--- config.mk ---
export PLATFORM = sky130hd
export DESIGN_NAME = jk_bank_arbiter
export DESIGN_NICKNAME = d
export VERILOG_FILES = /design/src/rtl/jk_bank_arbiter.sv
export SDC_FILE = /design/constraint.sdc
export NUM_CORES = 1
export LEC_CHECK = 0
export CAP_MARGIN = 20
export CORE_MARGIN = 2
export CORE_UTILIZATION = 39
export DETAILED_ROUTE_END_ITERATION = 12
export GPL_TIMING_DRIVEN = 0
export PLACE_DENSITY_LB_ADDON = 0.08
export SKIP_CTS_REPAIR_TIMING = 1
export SYNTH_ARGS = -nofsm -noshare
export SYNTH_HDL_FRONTEND = slang
export SYNTH_SLANG_ARGS = --single-unit
--- constraint.sdc ---
create_clock -name cp -period 1.68 [get_ports cp]
set_clock_uncertainty 0.05 [all_clocks]
set_input_delay 0.168 -clock cp [delete_from_list [all_inputs] [get_ports cp]]
set_output_delay 0.168 -clock cp [all_outputs]
set_load 0.02 [all_outputs]
--- src/rtl/jk_bank_arbiter.sv ---
// Round-robin arbiter that shares one enable-gated JK storage bank between N_REQ requesters.
// Each transaction is grant -> capture -> one-cycle apply -> release/done handshake.
module jk_bank_arbiter #(
    parameter int N_REQ = 4,
    parameter int WIDTH = 4
) (
    input  logic                   cp,
    input  logic                   rst,
    input  logic [N_REQ-1:0]       req,
    input  logic [N_REQ*WIDTH-1:0] req_j,
    input  logic [N_REQ*WIDTH-1:0] req_k,
    output logic [N_REQ-1:0]       grant,
    output logic                   done,
    output logic                   busy,
    output logic [WIDTH-1:0]       q,
    output logic [WIDTH-1:0]       notq
);

    localparam int PW = (N_REQ > 1) ? $clog2(N_REQ) : 1;

    typedef enum logic [1:0] {
        IDLE    = 2'd0,
        CAPTURE = 2'd1,
        APPLY   = 2'd2,
        RELEASE = 2'd3
    } state_t;

    state_t            r_state;
    state_t            w_nextState;
    logic [PW-1:0]     r_ptr;
    logic [PW-1:0]     r_winner;
    logic [WIDTH-1:0]  r_capJ;
    logic [WIDTH-1:0]  r_capK;
    logic [WIDTH-1:0]  r_q;
    logic              r_donePend;

    logic [2*N_REQ-1:0] w_reqDbl;
    logic [N_REQ-1:0]   w_reqRot;
    logic [PW-1:0]      w_offset;
    logic [PW:0]        w_sum;
    logic [PW-1:0]      w_winner;
    logic [PW-1:0]      w_ptrNext;

    // Rotate req so bit 0 is the pointer position; the lowest set bit is the winner's offset.
    always_comb begin
        w_reqDbl = {req, req};
        w_reqRot = N_REQ'(w_reqDbl >> r_ptr);
        w_offset = '0;
        for (int i = N_REQ - 1; i >= 0; i--) begin
            if (w_reqRot[i]) begin
                w_offset = PW'(i);
            end
        end
        w_sum = {1'b0, r_ptr} + {1'b0, w_offset};
        if (w_sum >= (PW+1)'(N_REQ)) begin
            w_sum = w_sum - (PW+1)'(N_REQ);
        end
        w_winner  = w_sum[PW-1:0];
        w_ptrNext = (r_winner == PW'(N_REQ - 1)) ? '0 : r_winner + 1'b1;
    end

    always_comb begin
        w_nextState = r_state;
        case (r_state)
            IDLE:    if (|req) w_nextState = CAPTURE;
            CAPTURE: w_nextState = APPLY;
            APPLY:   w_nextState = RELEASE;
            RELEASE: if (!req[r_winner]) w_nextState = IDLE;
            default: w_nextState = IDLE;
        endcase
    end

    always_ff @(posedge cp or posedge rst) begin
        if (rst) begin
            r_state    <= IDLE;
            r_ptr      <= '0;
            r_winner   <= '0;
            r_capJ     <= '0;
            r_capK     <= '0;
            r_q        <= '0;
            r_donePend <= 1'b0;
        end else begin
            r_state    <= w_nextState;
            r_donePend <= (r_state == APPLY);
            if (r_state == IDLE && (|req)) begin
                r_winner <= w_winner;
            end
            if (r_state == CAPTURE) begin
                r_capJ <= req_j[int'(r_winner)*WIDTH +: WIDTH];
                r_capK <= req_k[int'(r_winner)*WIDTH +: WIDTH];
            end
            // Characteristic equation q+ = j&~q | ~k&q covers hold/reset/set/toggle.
            if (r_state == APPLY) begin
                r_q <= (r_capJ & ~r_q) | (~r_capK & r_q);
            end
            if (r_state == RELEASE && !req[r_winner]) begin
                r_ptr <= w_ptrNext;
            end
        end
    end

    assign grant = (r_state != IDLE) ? (N_REQ'(1) << r_winner) : '0;
    assign done  = r_donePend;
    assign busy  = (r_state != IDLE);
    assign q     = r_q;
    assign notq  = ~r_q;

    a_grantOneHot: assert property (@(posedge cp) disable iff (rst) $countones(grant) <= 1);

endmodule
# Yosys cells after proc, flatten, opt, wreduce, memory -nomap -nowiden
# Cells that the tools add are included.
[totals]
output_inout_bits = 14
word_cells = 46
reg_bits = 19
in_bits = 38
[classes]
eq_ne = 6
shift = 4
addsub = 3
reduce_logical = 7
n_mux = 12
magnitude_cmp = 2
n_bitwise = 5
[ops]
columns = ["op", "count"]
rows = [
  ["16-bit by 5-bit variable part select with 4-bit output", 2],
  ["2-bit two-way mux", 8],
  ["4-bit bitwise AND", 2],
  ["4-bit inverter", 2],
  ["2-bit one-hot mux with 4 select lines", 1],
  ["8-bit by 2-bit >> shifter with 4-bit output", 1],
  ["2-bit equality test, second input constant", 3],
  ["4-bit two-way mux", 1],
  ["2-bit inequality test, second input constant", 2],
  ["4-bit OR", 1],
  ["4-bit OR reduction", 1],
  ["1-bit by 2-bit << shifter with 4-bit output, first input constant", 1],
  ["2-bit by 2-bit adder with 3-bit output", 1],
  ["3-bit greater-or-equal comparator, second input constant", 1],
  ["2-bit by 3-bit less-than comparator with 1-bit output, second input constant", 1],
  ["2-bit by 1-bit adder with 2-bit output, second input constant", 1],
  ["1-bit binary-select mux with 2-bit select", 1],
  ["2-bit by 1-bit equality test with 1-bit output, second input constant", 1],
  ["1-bit logical AND", 2],
  ["2-bit zero test", 1],
  ["2-bit AND reduction", 1],
  ["2-bit nonzero test", 1],
  ["2-bit by 1-bit subtractor with 2-bit output, second input constant", 1],
  ["1-bit zero test", 1],
  ["1-bit two-way mux", 1],
]

# Depth between registers and ports, before layout
[depth]
depth_word = 8
depth_mapped = 9
depth_no_buf = 8

# Worst setup path before layout
# Ideal clock, no wire load.
[synth_timing]
kind = "reg-to-reg"
startpoint = "register r_ptr[1]"
endpoint = "register r_winner[1]"
path_slack_ns = -0.097
t_required_ns = 1.548
path_stages_with_launch = 10
period_less_slack_ns = 1.777
t_arrival_ns = 1.645
cell_sequence = "dfrtp_1 -> clkbuf_1 -> nand2_1 -> a2bb2oi_1 -> o221ai_1 -> o21a_1 -> ha_1 -> xor2_1 -> a31o_1 -> a31oi_1"
[synth_between]
elab_chain_len = 8
elab_cells_between_ends = 9
classes_between = "add/sub (2); order compare (1); shift (1); mux (5)"
[synth_lines]
columns = ["item", "line", "source"]
rows = [
  ["from (decl)", "30", "logic [PW-1:0] r_ptr;"],
  ["from (signal assigned)", "97", "r_ptr <= w_ptrNext;"],
  ["8-bit by 2-bit >> shifter with 4-bit output", "47", "w_reqRot = N_REQ'(w_reqDbl >> r_ptr);"],
  ["2-bit two-way mux (4 in series)", "50", "if (w_reqRot[i]) begin"],
  ["2-bit by 2-bit adder with 3-bit output (*)", "54", "w_sum = {1'b0, r_ptr} + {1'b0, w_offset};"],
  ["3-bit greater-or-equal comparator or 2-bit by 1-bit subtractor with 2-bit output (tied branches)", "55, 56", ""],
  ["2-bit two-way mux (*)", "55", "if (w_sum >= (PW+1)'(N_REQ)) begin"],
  ["to (signal assigned)", "86", "r_winner <= w_winner;"],
  ["to (decl)", "31", "logic [PW-1:0] r_winner;"],
]
# Mark *: on every way between the ends. The rest lies on a longest branch, timed or not.
# A chain may end at the register's enable or synchronous reset.

# Worst setup path after layout
# Same ends and word-level chain as after synthesis.

==> metrics <==
status=finished, violations left; failing checks=setup timing; synthesized flop and latch total=19; die extent in x=61.29 um; I/O Buffers=50; fmax=0.5468 GHz; grt total ovfl=0; Max clock buf depth=2; pin count of the biggest net entering global routing=20; Clk pin slew, worst setup/hold paths=0.11 ns; Root Buffer=clkbuf_4; Max-slew headroom=0.5194; max_cap viols=0; Worst Reg-to-Reg Cells=9; routed wire length=3.171 mm; cts bufs inserted=3; number of synthesized flops with an enable pin=0; design area=2004 sq um; most frequent cells in the layout=clkdlybuf4s50_1, dfrtp_1, buf_4, mux4_2, inv_1; Die ar.=3756 sq um; row cnt=20; drt via density=5.145; CP Launch Type=flop; ys flop type=dfrtp_1; # H-tree levels=1; endpoints failing hold=0; sw power=0.001320 W; post-route ant nets=0; Power Density=1684 nW/um^2; number of global-route vias before repair=1124; # setup viols final=2; Vias=1101; Critical Path RT=1.85 ns; TritonCTS Sinks=19; Pleak=0.8598 nW; critical path endpoint category=flop; Max Slew Vio Count=0; Post-Syn Area=1280 sq um; Logic pwr share=0.666; internal power=0.002056 W; first-pass GRT wire length=4.685 mm; Nets=218; Slew @ Worst Pin=0.7201 ns; Mean Syn Cell Area=11.74 sq um; Top-Level Pins=52; Post-route DRC=0; DRT iter0 DRCs=24; CP max FO=7; number of diodes=0; Die Span Y=61.29 um; min Tclk post-route=1.829 ns; pre-CTS setup slack=-0.4664 ns; Starting Density=0.4159; Mapped Nets=156; Overall Global Routing Usage=0.1710; post-route clock period utilization=1.089; DR WL/cell=14.82 um; worst hold path type=in2async; synth-to-layout area growth=56.60%; WP data arrival=2.00 ns; sequential cell area fraction in the yosys report=0.3715; Post-Synthesis Cells=109; most common cell after layout, fill and taps aside=clkdlybuf4s50_1; worst skew pair latency=0.30 ns; Clk pwr share=0.068; Detail Placement HPWL=2.384 mm; CTS tree=done; share of cells above drive strength 1=0.3059; ys async rst share=1.000; RSZ-0062 raised after global routing=yes; global placer's final weighted congestion=0.7677; initial antenna violation count=0; synth unique cells=35; setup ws final=-0.1490 ns; YS warnings=0; Crit Path Class=reg2reg; TritonRoute pass-1 iters=4; Max VDD drop=0.7813 mV; Sw Share=0.3909; Core Footprint=3078 sq um; Placed Area=1837 sq um; Reg power frac=0.266
-- Yosys cell counts (all sizes together), types with 2 or more instances --
master	n	area share
mux4	9	0.16
buf	3	0.016
nand2	4	0.012
clkbuf	3	0.0088
inv	11	0.032
nor3b	2	0.012
nor2b	7	0.034
a21oi	6	0.032
nand2b	2	0.016
mux2	10	0.088
ha	9	0.088
a31oi	5	0.024
nor2	2	0.0059
dfrtp	19	0.37
o21ai	3	0.012
-- power groups by stage --
stage	Sequential [W]	Combinational [W]	Clock (W)
2_1_floorplan	0.000921	0.00121	0
3_3_place_gp	0.000880	0.00186	0
3_5_place_dp	0.000898	0.00192	0
4_1_cts	0.000888	0.00192	0.000240
5_1_grt	0.000929	0.00242	0.000260
6_report	0.000899	0.00225	0.000229
-- registers in the layout, summed over array words and instances (netlist names) --
| name | flops |
|---|---|
| q | 4 |
| r_capK | 4 |
| r_capJ | 4 |
| r_winner | 2 |
| r_ptr | 2 |
| r_state | 2 |
| done | 1 |
-- stage by stage --
step	instances	total power [W]	utilization	hold slack, ns	setup TNS [ns]
after CTS	207	0.003050	0.6053	0.2564	-4.153
after global placement	203	0.002742	0.5967	0.3914	-2.728
final	214	0.003376	0.6512	0.2290	-0.1751
after global routing	214	0.003607	0.6512	0.3226	-0.2832
after floorplan	109	0.002130	-	0.06913	0
after detailed placement	203	0.002815	0.5967	0.4073	-3.263
-- path summary, 6_finish.rpt --
| check | from | slack, ns | to |
|---|---|---|---|
| worst max-delay path | r_ptr[1] | -0.15 | r_winner[1] |
| worst min-delay path | rst | 0.23 | r_ptr[1] |
| worst max register to register | r_ptr[1] | -0.15 | r_winner[1] |
| worst min register to register | r_capK[0] | 0.40 | q[0] |
| max in group asynchronous | rst | 0.86 | r_winner[1] |
| min in group cp | req[2] | 0.37 | r_state[0] |
-- kinds of logic after synthesis --
group	Yosys count	share of synthesized area
simple gates	22	0.1095
fa+ha+maj	9	0.08798
xor+xnor	1	0.006844
mux	20	0.2542
flops	19	0.3715
compound gates	21	0.1134
buf+inv	17	0.05669
-- worst max-delay path, stage by stage (launching register included) --
cell and delay, ns:
dfrtp_1 0.36, buf_6 0.13, nand2_2 0.05, a21oi_2 0.13, o22ai_2 0.10, o21a_1 0.20, ha_2 0.18, xor2_2 0.18
a31o_1 0.20, a31oi_1 0.17
-- metal layers --
layer  GRT usage  share of wire  up-vias
li1            -              -      521
met1      0.2029           0.42      539
met2      0.3085           0.51       39
met3     0.02731          0.061        2
met4     0.06522          0.012        0
met5           0              0        -
-- area by class of cell --
class | instances | area [sq um]
Inverter | 11 | 41.29
Clock buffer | 4 | 26.28
Tap cell | 44 | 55.05
Sequential cell | 19 | 476.7
Timing Repair Buffer | 58 | 568.0
Multi-Input combinational cell | 73 | 775.7
Fill cell | 233 | 1074
Buffer | 5 | 61.31
No activity file was read; power rests on OpenSTA's default activity.
